`src/rtl/score_display.sv`:
```
// score_display: BCD game score and high score tracker with a 5x8 glyph column renderer
module score_display (
  input  logic        clk,
  input  logic        rst,
  input  logic        gameon,
  input  logic        score_tick,
  input  logic [5:0]  col_idx,
  output logic [7:0]  col_byte,
  output logic [15:0] score_bcd,
  output logic [15:0] hi_bcd,
  output logic        new_hi,
  output logic        sat
);
  typedef enum logic [1:0] {IDLE, RUN, END} state_t;
  localparam logic [39:0] font [16] = '{
    40'h3E_45_49_51_3E, 40'h00_40_7F_42_00, 40'h46_49_51_61_42, 40'h31_4B_45_41_21,
    40'h10_7F_12_14_18, 40'h39_45_45_45_27, 40'h30_49_49_4A_3C, 40'h03_05_09_71_01,
    40'h36_49_49_49_36, 40'h1E_29_49_49_06, 40'h0, 40'h0, 40'h0, 40'h0, 40'h0, 40'h0
  };
  state_t state, next;
  logic        win;
  logic [15:0] inc;
  logic        cy;
  logic        in_s, in_h;
  logic [4:0]  c;
  logic [1:0]  n;
  logic [2:0]  k;
  logic [15:0] v;
  logic [3:0]  digit;
  logic [63:0] glyph;
  logic [7:0]  col_next;
  logic        ending;
  always_ff @(posedge clk)
    state <= rst ? IDLE : next;
  always_comb
    next = state == IDLE ? (gameon ? RUN : IDLE) :
           state == RUN  ? (gameon ? RUN : END)  : IDLE;
  always_comb
    new_hi = state == END && win;
  always_comb begin
    inc = score_bcd;
    cy  = 1'b1;
    for (int i = 0; i < 4; i++) begin
      if (cy) begin
        cy = inc[4*i +: 4] == 4'd9;
        inc[4*i +: 4] = cy ? 4'd0 : inc[4*i +: 4] + 4'd1;
      end
    end
  end
  always_comb begin
    in_s     = col_idx < 6'd24;
    in_h     = col_idx >= 6'd28 && col_idx < 6'd52;
    c        = in_s ? col_idx[4:0] : 5'(col_idx - 6'd28);
    n        = 2'(c / 5'd6);
    k        = 3'(c % 5'd6);
    v        = in_s ? score_bcd : hi_bcd;
    digit    = v[{~n, 2'b00} +: 4];
    glyph    = {24'h0, font[digit]};
    col_next = (in_s || in_h) ? glyph[{k, 3'b000} +: 8] : 8'h00;
  end
  assign ending = state == RUN && !gameon;
  always_ff @(posedge clk) begin
    if (rst) begin
      score_bcd <= '0;
      hi_bcd    <= '0;
      sat       <= 1'b0;
      win       <= 1'b0;
      col_byte  <= '0;
    end else begin
      col_byte <= col_next;
      win      <= ending && score_bcd > hi_bcd;
      if (ending && score_bcd > hi_bcd) hi_bcd <= score_bcd;
      if (state == IDLE && gameon) begin
        score_bcd <= '0;
        sat       <= 1'b0;
      end else if (state == RUN && gameon && score_tick) begin
        score_bcd <= score_bcd == 16'h9999 ? score_bcd : inc;
        sat       <= sat || score_bcd == 16'h9999;
      end
    end
  end
endmodule

```
`config.mk`:
```
export PLATFORM = sky130hd
export DESIGN_NAME = score_display
export DESIGN_NICKNAME = d
export VERILOG_FILES = /design/src/rtl/score_display.sv
export SDC_FILE = /design/constraint.sdc
export NUM_CORES = 1
export LEC_CHECK = 0
export CORE_MARGIN = 1.5
export CORE_UTILIZATION = 40
export CTS_CLUSTER_DIAMETER = 60
export CTS_CLUSTER_SIZE = 20
export DETAILED_ROUTE_END_ITERATION = 10
export GPL_ROUTABILITY_DRIVEN = 0
export PLACE_DENSITY = 0.69
export SETUP_SLACK_MARGIN = 0.05
export SKIP_CTS_REPAIR_TIMING = 1
export SKIP_LAST_GASP = 1
export SLEW_MARGIN = 5
export SYNTH_ARGS = -nofsm -noshare
export SYNTH_HDL_FRONTEND = slang
export SYNTH_SLANG_ARGS = --single-unit
```
`constraint.sdc`:
```
create_clock -name clk -period 13.1 [get_ports clk]
set_input_delay 2.62 -clock clk [delete_from_list [all_inputs] [get_ports clk]]
set_output_delay 2.62 -clock clk [all_outputs]
set_load 0.02 [all_outputs]
```
; Word-level counts from Yosys, hierarchy flattened
; Memories as Yosys holds them, arrays and structs flattened.
; Index checks and enable logic that the tools add are counted.
[totals]
regBits = 44
mem_count = 1
elab_cells = 66
rom_bits = 640
out_inout_bits = 42
in_bits = 10
[mem_list]
columns = name, depth, width, read_ports, rd_clocked_by_memory_dff, wr, line
row1 = (name not given), 16, 40, 1, 0, 0, 58  ; glyph = {24'h0, font[digit]};
[op_classes]
mux = 14
n_div = 2
reduce_logical = 17
n_shift = 2
eq_ne = 7
order_cmp = 5
addsub = 5
n_bitwise = 4
[op_table]
columns = op, n
row1 = $mux W40, 2
row2 = $shiftx A64 B7 Y8, 1
row3 = $add A4 B1 Y4 const B, 4
row4 = $eq A16 B16 Y1 const B, 1
row5 = $eq A4 B4 Y1 const B, 4
row6 = $gt A16 B16 Y1, 1
row7 = $mux W16, 1
row8 = $mux W4, 4
row9 = $shiftx A16 B5 Y4, 1
row10 = $reduce_and A3 Y1, 3
row11 = $logic_and A1 B1 Y1, 7
row12 = $ge A6 B5 Y1 const B, 1
row13 = $lt A6 B5 Y1 const B, 1
row14 = $lt A6 B6 Y1 const B, 1
row15 = $mux W2, 3
row16 = $div A5 B3 Y5 const B, 1
row17 = $ge A5 B5 Y1 const B, 1
row18 = $mod A5 B3 Y5 const B, 1
row19 = $mux W5, 1
row20 = $not A4 Y5, 1
row21 = $sub A5 B5 Y5 const B, 1
row22 = $reduce_or A2 Y1, 2
row23 = $mux W1, 3
row24 = $eq A2 B1 Y1 const B, 1
row25 = other kinds (7), 9

; Depth between registers and ports, before layout
; Gate-level depths: netlist (run 1).
[logic_depth]
word_depth = 10
depth_mapped = 32
mapped_depth_nobuf = 28

; Worst setup path after synthesis (run 1)
; Ideal clock, no wire load.
[synth_timing]
path_type = input port to flip-flop
startpoint = input port col_idx[3]
endpoint = register col_byte[4]
required_ns = 12.952
setup_slack_ns = 4.592
cell_stages = 31
arrival_ns = 8.360
setup_ns = 0.148
n_path_buf = 4
path_cell_list = buf_2 inv_1 ha_1 o21ba_2 or2_4 inv_2 ha_1 buf_2 a211o_1 o211a_1 o41ai_1 ha_1 buf_2 inv_1 xnor2_1 nor2_1 ha_1 nand2b_1 or3_1 o32ai_2 o221ai_2 or2_0 buf_6 mux4_2 mux2_2 inv_1 ha_1 nor3_1 o311a_1 a311oi_1 a31oi_1
[synth_between]
elab_chain_cells = 10
word_cells_on_any_way = 19
cone_classes = 1 x add/sub / 2 x div / 3 x order compare / 2 x shift / 4 x mux / 3 x bitwise / 3 x reduce/logical / 1 x memory
[synth_lines]
columns = element, line
row1 = from (decl), 7  ; input logic [5:0] col_idx,
row2 = $sub A5 B5 Y5 / $lt A6 B5 Y1 (equally long branches), "53, 51"
row3 = $mux W5, 53  ; c = in_s ? col_idx[4:0] : 5'(col_idx - 6'd28);
row4 = $div A5 B3 Y5, 54  ; n = 2'(c / 5'd6);
row5 = $not A2 Y2, 57  ; digit = v[{~n, 2'b00} +: 4];
row6 = $shiftx A16 B5 Y4, 57
row7 = $not A4 Y5 (implied by the code), 58
row8 = $mem_v2 Z16 W40, --
row9 = $mux W40 (implied by the code) (2 in a row), 58
row10 = $shiftx A64 B7 Y8, 59  ; col_next = (in_s || in_h) ? glyph[{k, 3'b000} +: 8] : 8'h00;
row11 = to (signal assigned), 70  ; col_byte <= col_next;
row12 = to (decl), 8  ; output logic [7:0] col_byte,
; Several ways; a longest one is shown, not always the timed one. The select of a mux whose other input is x is not followed.
; A chain may end at the register's enable or synchronous reset.

; Worst setup path in the final report (run 1)
[layout_timing]
startpoint = input port col_idx[2]
endpoint = register col_byte[3]
; Same word-level chain as after synthesis.

==> impl_metrics.tcl, run 1 <==
set metrics [dict create \
    drc_errors 0 \
    vias 3677 \
    synth_flop_cell "dfxtp_1" \
    die-area_um2 10300 \
    cts.sink_count 43 \
    cp_max_fo 11 \
    arrival_ns 9.90 \
    r2r-start "score_bcd[10]" \
    antenna_found_initial 0 \
    io_buffers 50 \
    area_growth_pct 18.3 \
    yosysSeqAreaShare_pct 22.1 \
    yosys_warnings 0 \
    cts_buffers 5 \
    async_reset_ff_share_pct 0 \
    clk_latency_ns 0.31 \
    die_h_um 102 \
    antenna_cells 0 \
    hpwl_mm 7.45 \
    r2r_cells 10 \
    cts_root_buffer "clkbuf_8" \
    final_nets 575 \
    grt_max_degree 39 \
    critPathMostFrequentCell "ha_1" \
    ant_nets 0 \
    routed_wl_mm 10.1 \
    hold_violations 0 \
    whs_endpoint "hi_bcd[7]" \
    htree_levels 2 \
    timing.fmax_mhz 103 \
    grt_util_all_layers_pct 20.1 \
    crit_slowest_cell "clkdlybuf4s50_1" \
    critPathKind "primary input to flip-flop" \
    final_cell_count_no_fill 663 \
    synth_edf_count 0 \
    maxCapViolations 0 \
    initial_core_util_pct 41.8 \
    power_density_nw_per_um2 97.2 \
    ios 52 \
    min_period_ns 9.71 \
    yosys.area.top_type "dfxtp_1" \
    clk_pin_slew_ns 0.10 \
    setup_violations 0 \
    fp.dieW_um 102 \
    grt_pass1_wl_mm 16.7 \
    grt_pass1_vias 3455 \
    whs_path_depth 2 \
    min_period_over_period_pct 74.1 \
    synth_cell_types 74 \
    p_leak_nw 1.65 \
    rr_endpoint "col_byte[4]" \
    viasPerCell 5.55 \
    rsz0062_at_grt "false" \
    slowest_delay_ns 0.65 \
    syn_avg_cell_area_um2 7.83 \
    hold_path.class "flip-flop to flip-flop" \
    syn_inst 498 \
    drtPass1Iterations 4 \
    placed_cells 655 \
    slew_viol_final 0 \
    cts_tree "done" \
    wire_per_inst_um 15.3 \
    rows 35 \
    critPathLaunchType "primary input" \
    clock_skew_ns 0.0106 \
    max_slew_margin_pct 37.3 \
    grt_overflow_total 0 \
    crit_required_ns 13.29 \
    outcome "finished clean" \
    peakVddDrop_mv 0.0658 \
    synth-seq-cells 43 \
    synth.area.top_cells "dfxtp_1 (22%), ha_1 (10%), mux2i_1 (7.7%)" \
    cp-end-kind "flip-flop" \
    hold_start "hi_bcd[7]" \
    design.core.area_um2 9330 \
    drive_gt1_share_pct 6.18 \
    clk_path_buf_depth 2 \
    r2r_slack_ns 9.51 \
    synth_top_area_share_pct 22.1 \
    tightest_slew_ns 0.939 \
    synth_fp_nets 540 \
    synth_area_um2 3900 \
    first_iter_violations 145 \
    finalSetupTns_ns 0 \
]
==> registers in the layout, summed over array words and instances (netlist names) <==
signal / flops
col_byte: 7
hi_bcd: 16
win: 1
state: 2
score_bcd: 16
sat: 1
==> metal layers <==
metal,share of wire [%],global-route usage (%),vias up
met5,0,0,-
met4,1.2,4.91,0
met3,5.7,3.45,14
met2,45,32.8,115
met1,48,27.4,1710
li1,-,-,1838
==> cells in the final DEF (no fill, tap or decap), types with 3 or more instances in the layout <==
cell / Yosys / routed
xnor2_1: 11 / 11
nor2b_1: 11 / 11
nand4_1: 7 / 7
mux2i_1: 30 / 30
buf_4: 3 / 4
clkdlybuf4s50_1: 0 / 50
o22ai_1: 4 / 4
and3_1: 3 / 3
o21a_1: 7 / 7
a2111oi_0: 4 / 4
a21o_1: 6 / 6
dfxtp_1: 43 / 43
a31oi_1: 3 / 3
nor2_1: 46 / 46
nand2b_1: 46 / 46
o32ai_1: 3 / 3
xor2_1: 4 / 4
clkbuf_8: 0 / 5
o211ai_1: 6 / 6
or2_0: 3 / 3
mux2_2: 4 / 4
a21oi_1: 24 / 24
and2_1: 5 / 5
o21ai_0: 30 / 30
nor4_1: 3 / 3
ha_1: 32 / 32
nand3_1: 5 / 5
nor3b_1: 7 / 7
nor3_1: 10 / 10
inv_1: 25 / 25
nand2_1: 37 / 37
==> Yosys cell counts (all sizes together) (5+ instances only) <==
master and instances:
or2 8, nand2b 46, nor2b 11, and2 5
nor3 10, ha 32, nor2 46, nand2 37
a21oi 25, o21ai 31, dfxtp 43, inv 26
buf 12, nor3b 7, o211ai 6, nand4 7
o21a 7, a21o 6, clkbuf 14, mux2 5
xnor2 11, mux2i 31, nand3 5
==> kinds of logic after synthesis <==
kind of cell / after synthesis / synth area share, %
buffers and inverters: 52 / 5.68
multiplexers: 38 / 10.8
AND/OR/NAND/NOR: 199 / 27.3
flip-flops: 43 / 22.1
AO/OA/AOI/OAI: 118 / 20.5
other: 1 / 0.0962
adder cells (fa/ha/maj): 32 / 10.3
XOR/XNOR: 15 / 3.37
==> per-stage QoR <==
| step | cell area [µm²] | utilization (%) | power, W | setup WS (ns) | hold WS (ns) |
|---|---|---|---|---|---|
| floorplan | 3900 | - | 0.000277 | 4.59 | 0.460 |
| global placement | 4470 | 47.9 | 0.000315 | 3.56 | 0.458 |
| detailed placement | 4470 | 47.9 | 0.000318 | 3.23 | 0.460 |
| CTS | 4610 | 49.4 | 0.000449 | 3.50 | 0.499 |
| global route | 4610 | 49.4 | 0.000473 | 2.94 | 0.527 |
| finish | 4610 | 49.4 | 0.000448 | 3.39 | 0.500 |
==> critical path: cells and delay by family <==
family	cells	cell delay (ns)
AO/OA/AOI/OAI	9	1.58
XOR/XNOR	1	0.27
adder cells (fa/ha/maj)	5	1.65
buffers and inverters	5	1.25
multiplexers	2	0.88
AND/OR/NAND/NOR	7	1.65
==> worst max path at each step <==
stage | startpoint | slack (ns) | end | cells past startpoint
CTS | col_idx[2] | 3.50 | col_byte[3] | 29
global placement | col_idx[3] | 3.56 | col_byte[3] | 29
detailed placement | col_idx[2] | 3.23 | col_byte[3] | 29
floorplan | col_idx[3] | 4.59 | col_byte[4] | 31
finish | col_idx[2] | 3.39 | col_byte[3] | 29
global route | col_idx[3] | 2.94 | col_byte[3] | 29
==> layout make-up <==
class | instances | area, µm²
Fill cell | 922 | 4720
Multi-Input combinational cell | 403 | 2820
Sequential cell | 43 | 861
Timing Repair Buffer | 54 | 531
Tap cell | 129 | 161
Inverter | 26 | 97.6
Clock inverter | 3 | 71.3
Clock buffer | 5 | 68.8
==> power breakdown <==
part	switching [W]	total, W	internal, W
clock	0.0000522	0.000130	0.0000775
combinational	0.000108	0.000180	0.0000720
sequential	0.00000173	0.000138	0.000137
No activity file was read; power rests on OpenSTA's default activity.
==> run 2, diff against run 1 <==
--- a/config.mk
+++ b/config.mk
@@ -11,7 +11,7 @@
 export CTS_CLUSTER_SIZE = 20
 export DETAILED_ROUTE_END_ITERATION = 10
 export GPL_ROUTABILITY_DRIVEN = 0
-export PLACE_DENSITY = 0.69
+export PLACE_DENSITY = 0.71
 export SETUP_SLACK_MARGIN = 0.05
 export SKIP_CTS_REPAIR_TIMING = 1
 export SKIP_LAST_GASP = 1
==> constraint.sdc (replaced) <==
create_clock -name clk -period 7.85 [get_ports clk]
set_input_delay 1.57 -clock clk [delete_from_list [all_inputs] [get_ports clk]]
set_output_delay 1.57 -clock clk [all_outputs]
set_load 0.02 [all_outputs]
==> impl_metrics.tcl, run 2 (synthesis results as in run 1) <==
set metrics [dict create \
    die_h_um 102 \
    tightest_slew_ns 0.748 \
    io_buffers 50 \
    peakVddDrop_mv 0.115 \
    critPathKind "primary input to flip-flop" \
    area_growth_pct 23.7 \
    vias 3827 \
    crit_required_ns 8.08 \
    clk_latency_ns 0.31 \
    timing.fmax_mhz 133 \
    netSwitchingPower_w 0.000282 \
    grt_pass1_vias 3527 \
    critPathLaunchType "primary input" \
    intPower_w 0.000469 \
    viasPerCell 5.60 \
    first_iter_violations 190 \
    holdWs_ns 0.498 \
    slew_viol_final 0 \
    p_sw_share_pct 37.6 \
    htree_levels 2 \
    drtPass1Iterations 4 \
    drc_errors 0 \
    cts_buffers 5 \
    grt_overflow_total 0 \
    final_common_cell "clkdlybuf4s50_1" \
    outcome "finished clean" \
    crit_slowest_cell "clkdlybuf4s50_1" \
    post-place-ws_ns -0.206 \
    arrival_ns 7.76 \
    cts_root_buffer "clkbuf_8" \
    path_buf_inv 6 \
    hold_path.class "flip-flop to flip-flop" \
    clk_path_buf_depth 2 \
    p_seq_share_pct 30.7 \
    final_nets 595 \
    antenna_found_initial 0 \
    finalSetupTns_ns 0 \
    r2r_slack_ns 4.75 \
    power_density_nw_per_um2 156 \
    max_slew_margin_pct 50.0 \
    pwr-share-comb_pct 45.1 \
    finish.instance_area_um2 4820 \
    hpwl_mm 7.60 \
    grt_pass1_wl_mm 17.0 \
    placed_cells 669 \
    min_period_over_period_pct 95.9 \
    setup_violations 0 \
    cts_tree "done" \
    cp_top_family "compound AO/OA/AOI/OAI gates" \
    final_cell_mix "clkdlybuf4s50_1 (50), nand2b_1 (46), nor2_1 (46), dfxtp_1 (43), nand2_1 (37)" \
    dpl-instance-area_um2 4580 \
    rows 35 \
    hold_violations 0 \
    final_cell_count_no_fill 683 \
    cp_max_fo 10 \
    p_leak_nw 1.74 \
    drive_gt1_share_pct 11.7 \
    ios 52 \
    top_regs "hi_bcd x16, score_bcd x16, col_byte x7" \
    p_clk_share_pct 24.2 \
    design.core.area_um2 9330 \
    min_period_ns 7.53 \
    slowest_delay_ns 0.48 \
    grt_max_degree 39 \
    routed_wl_mm 10.6 \
    antenna_cells 0 \
    die-area_um2 10300 \
    setup_slack_ns 0.318 \
    clk_pin_slew_ns 0.10 \
    grt_util_all_layers_pct 20.4 \
    wire_per_inst_um 15.5 \
    fp.dieW_um 102 \
    ant_nets 0 \
    cts.sink_count 43 \
    initial_core_util_pct 41.8 \
    clock_skew_ns 0.00864 \
    cp-end-kind "flip-flop" \
    maxCapViolations 0 \
]
run 2: changes by cell type in the layout (fill, tap and decap cells not counted), sizes merged:
cell	previous run	this run
buf	4	24
bufinv	2	1
clkinvlp	0	2
inv	27	26
run 2: path summary, 6_finish.rpt:
kind / to / startpoint / depth (start not counted)
worst max-delay path: col_byte[2] / col_idx[2] / 28
worst min-delay path: sat / sat / 2
worst max register to register: col_byte[4] / score_bcd[8] / 11
worst min register to register: sat / sat / 2
run 2: final cells by class:
cell class | instances | area, µm²
clock buffers | 5 | 68.8
clock inverters | 3 | 46.3
fillers | 914 | 4500
inverters | 26 | 101
multi-input cells | 403 | 2900
flip-flops and latches | 43 | 861
well taps | 129 | 161
repair buffers | 74 | 681
run 2: routing by layer:
layer	vias up	global-route usage (%)	share of wire, %
li1	1885	-	-
met1	1810	27.8	47
met2	118	33.6	47
met3	14	3.11	4.6
met4	0	5.66	1.2
met5	-	0	0
run 2: through the flow:
step	util, %	total power (W)
after detailed placement	49.1	0.000542
after floorplan	-	0.000462
final	51.7	0.000751
after global routing	51.7	0.000793
after CTS	50.3	0.000726
after global placement	49.1	0.000538
run 2: tightest hold or removal path, delay by kind of cell, from the launching register on:
family	cells	cell delay [ns]
flops	1	0.35
simple gates	1	0.07
compound gates	1	0.04
run 2: power groups by stage:
stage / Sequential (W) / Clock [W] / Combinational [W]
floorplan: 0.000248 / 0 / 0.000214
global placement: 0.000236 / 0 / 0.000302
detailed placement: 0.000236 / 0 / 0.000306
CTS: 0.000231 / 0.000185 / 0.000310
global route: 0.000232 / 0.000194 / 0.000368
finish: 0.000231 / 0.000182 / 0.000339
==> run 3, diff against run 2 <==
--- a/config.mk
+++ b/config.mk
@@ -5,7 +5,6 @@
 export SDC_FILE = /design/constraint.sdc
 export NUM_CORES = 1
 export LEC_CHECK = 0
-export CORE_MARGIN = 1.5
 export CORE_UTILIZATION = 40
 export CTS_CLUSTER_DIAMETER = 60
 export CTS_CLUSTER_SIZE = 20
==> impl_metrics.tcl, run 3 (synthesis results as in run 1) <==
set metrics [dict create \
    outcome "finished clean" \
    whs_path_depth 2 \
    cts_root_buffer "clkbuf_8" \
    antenna_found_initial 0 \
    die-area_um2 10100 \
    grt.met3_usage_pct 3.40 \
    drive_gt1_share_pct 10.6 \
    cts_tree "done" \
    ant_nets 0 \
    clk_path_buf_depth 2 \
    path_buf_inv 5 \
    setup_slack_ns 0.404 \
    slowest_delay_ns 0.49 \
    area_growth_pct 22.1 \
    cts.sink_count 43 \
    vias 3746 \
    timing.fmax_mhz 134 \
    grt_util_all_layers_pct 20.4 \
    cp-end-kind "flip-flop" \
    hold_path.class "flip-flop to flip-flop" \
    first_iter_violations 151 \
    holdWs_ns 0.494 \
    routed_wl_mm 10.2 \
    final_nets 590 \
    maxCapViolations 0 \
    hold_start "sat" \
    clk_pin_slew_ns 0.10 \
    die_h_um 101 \
    drtPass1Iterations 5 \
    clk_latency_ns 0.30 \
    slew_viol_final 0 \
    use_met2_pct 34.9 \
    rr_endpoint "col_byte[4]" \
    grt_max_degree 39 \
    top_regs "hi_bcd x16, score_bcd x16, col_byte x7" \
    grt_pass1_wl_mm 16.7 \
    cp_max_fo 10 \
    ios 52 \
    rows 35 \
    p_leak_nw 1.72 \
    hold_violations 0 \
    crit_slowest_cell "clkdlybuf4s50_1" \
    htree_levels 2 \
    min_period_ns 7.45 \
    post-place-ws_ns -0.207 \
    placed_cells 670 \
    r2r-start "score_bcd[8]" \
    fp.dieW_um 101 \
    initial_core_util_pct 41.8 \
    final_common_cell "clkdlybuf4s50_1" \
    grt_pass1_vias 3628 \
    drc_errors 0 \
    arrival_ns 7.61 \
    wire_per_inst_um 15.1 \
    clock_skew_ns 0.0137 \
    hpwl_mm 7.60 \
    max_slew_margin_pct 49.8 \
    cp_top_family "compound AO/OA/AOI/OAI gates" \
    r2r_slack_ns 4.69 \
    peakVddDrop_mv 0.123 \
    io_buffers 50 \
    critPathKind "primary input to flip-flop" \
    fillerInstances 878 \
    min_period_over_period_pct 94.9 \
    use_met1_pct 26.1 \
    antenna_cells 0 \
    rsz0062_at_grt "false" \
    critPathLaunchType "primary input" \
    r2r_cells 11 \
    crit_required_ns 8.01 \
    critPathMostFrequentCell "ha_1" \
    setup_violations 0 \
    cts_buffers 5 \
    tightest_slew_ns 0.753 \
    power_density_nw_per_um2 157 \
    viasPerCell 5.53 \
    grt_overflow_total 0 \
    final_cell_mix "clkdlybuf4s50_1 (50), nand2b_1 (46), nor2_1 (45), dfxtp_1 (43), nand2_1 (37)" \
    total_power_w 0.000746 \
    final_cell_count_no_fill 678 \
    whs_endpoint "sat" \
    busiest_layer "met2" \
    design.core.area_um2 9330 \
]
[run 3: metal layers]
metal / share of wire, % / routed length, µm / vias to the layer above
li1: - / - / 1870
met1: 45 / 4620 / 1749
met2: 48 / 4870 / 105
met3: 4.7 / 477 / 22
met4: 2.3 / 235 / 0
met5: 0 / 0 / -
[run 3: power by group]
| group | internal (W) | switching (W) |
|---|---|---|
| clock | 0.0000967 | 0.0000894 |
| sequential | 0.000228 | 0.00000295 |
| combinational | 0.000142 | 0.000187 |
[run 3: cell type report]
| type | instances | area (µm²) | share of cell area [%] |
|---|---|---|---|
| clock buffers | 5 | 68.8 | 1.45 |
| clock inverters | 3 | 47.5 | 0.999 |
| inverters | 26 | 97.6 | 2.05 |
| multi-input cells | 403 | 2880 | 60.5 |
| flip-flops and latches | 43 | 861 | 18.1 |
| well taps | 129 | 161 | 3.39 |
| repair buffers | 69 | 643 | 13.5 |
[run 3: worst max path at each step]
stage          slack [ns]  depth (start not counted)  startpoint           to
2_1_floorplan        0.39                         31  col_idx[3]  col_byte[4]
3_3_place_gp         0.05                         27  col_idx[2]  col_byte[2]
3_5_place_dp        -0.21                         27  col_idx[3]  col_byte[2]
4_1_cts              0.08                         27  col_idx[3]  col_byte[2]
5_1_grt              0.03                         28  col_idx[2]  col_byte[4]
6_report             0.40                         28  col_idx[3]  col_byte[4]
[run 3: worst reg2reg max path, stage by stage (launching register included)]
cell and delay, ns:
dfxtp_1 0.43, mux2i_1 0.30, nand2_1 0.09, mux2_2 0.27, o211ai_1 0.15, o21a_1 0.36, inv_1 0.20, ha_2 0.42
nor3_1 0.08, o311a_1 0.36, a311oi_2 0.25, a31oi_1 0.11
[run 3: metrics by stage]
| step | cell area, µm² | TNS [ns] | util (%) |
|---|---|---|---|
| floorplan | 3900 | 0 | - |
| global placement | 4580 | 0 | 49.1 |
| detailed placement | 4580 | -0.595 | 49.1 |
| CTS | 4700 | 0 | 50.4 |
| global route | 4760 | 0 | 51.0 |
| finish | 4760 | 0 | 51.0 |
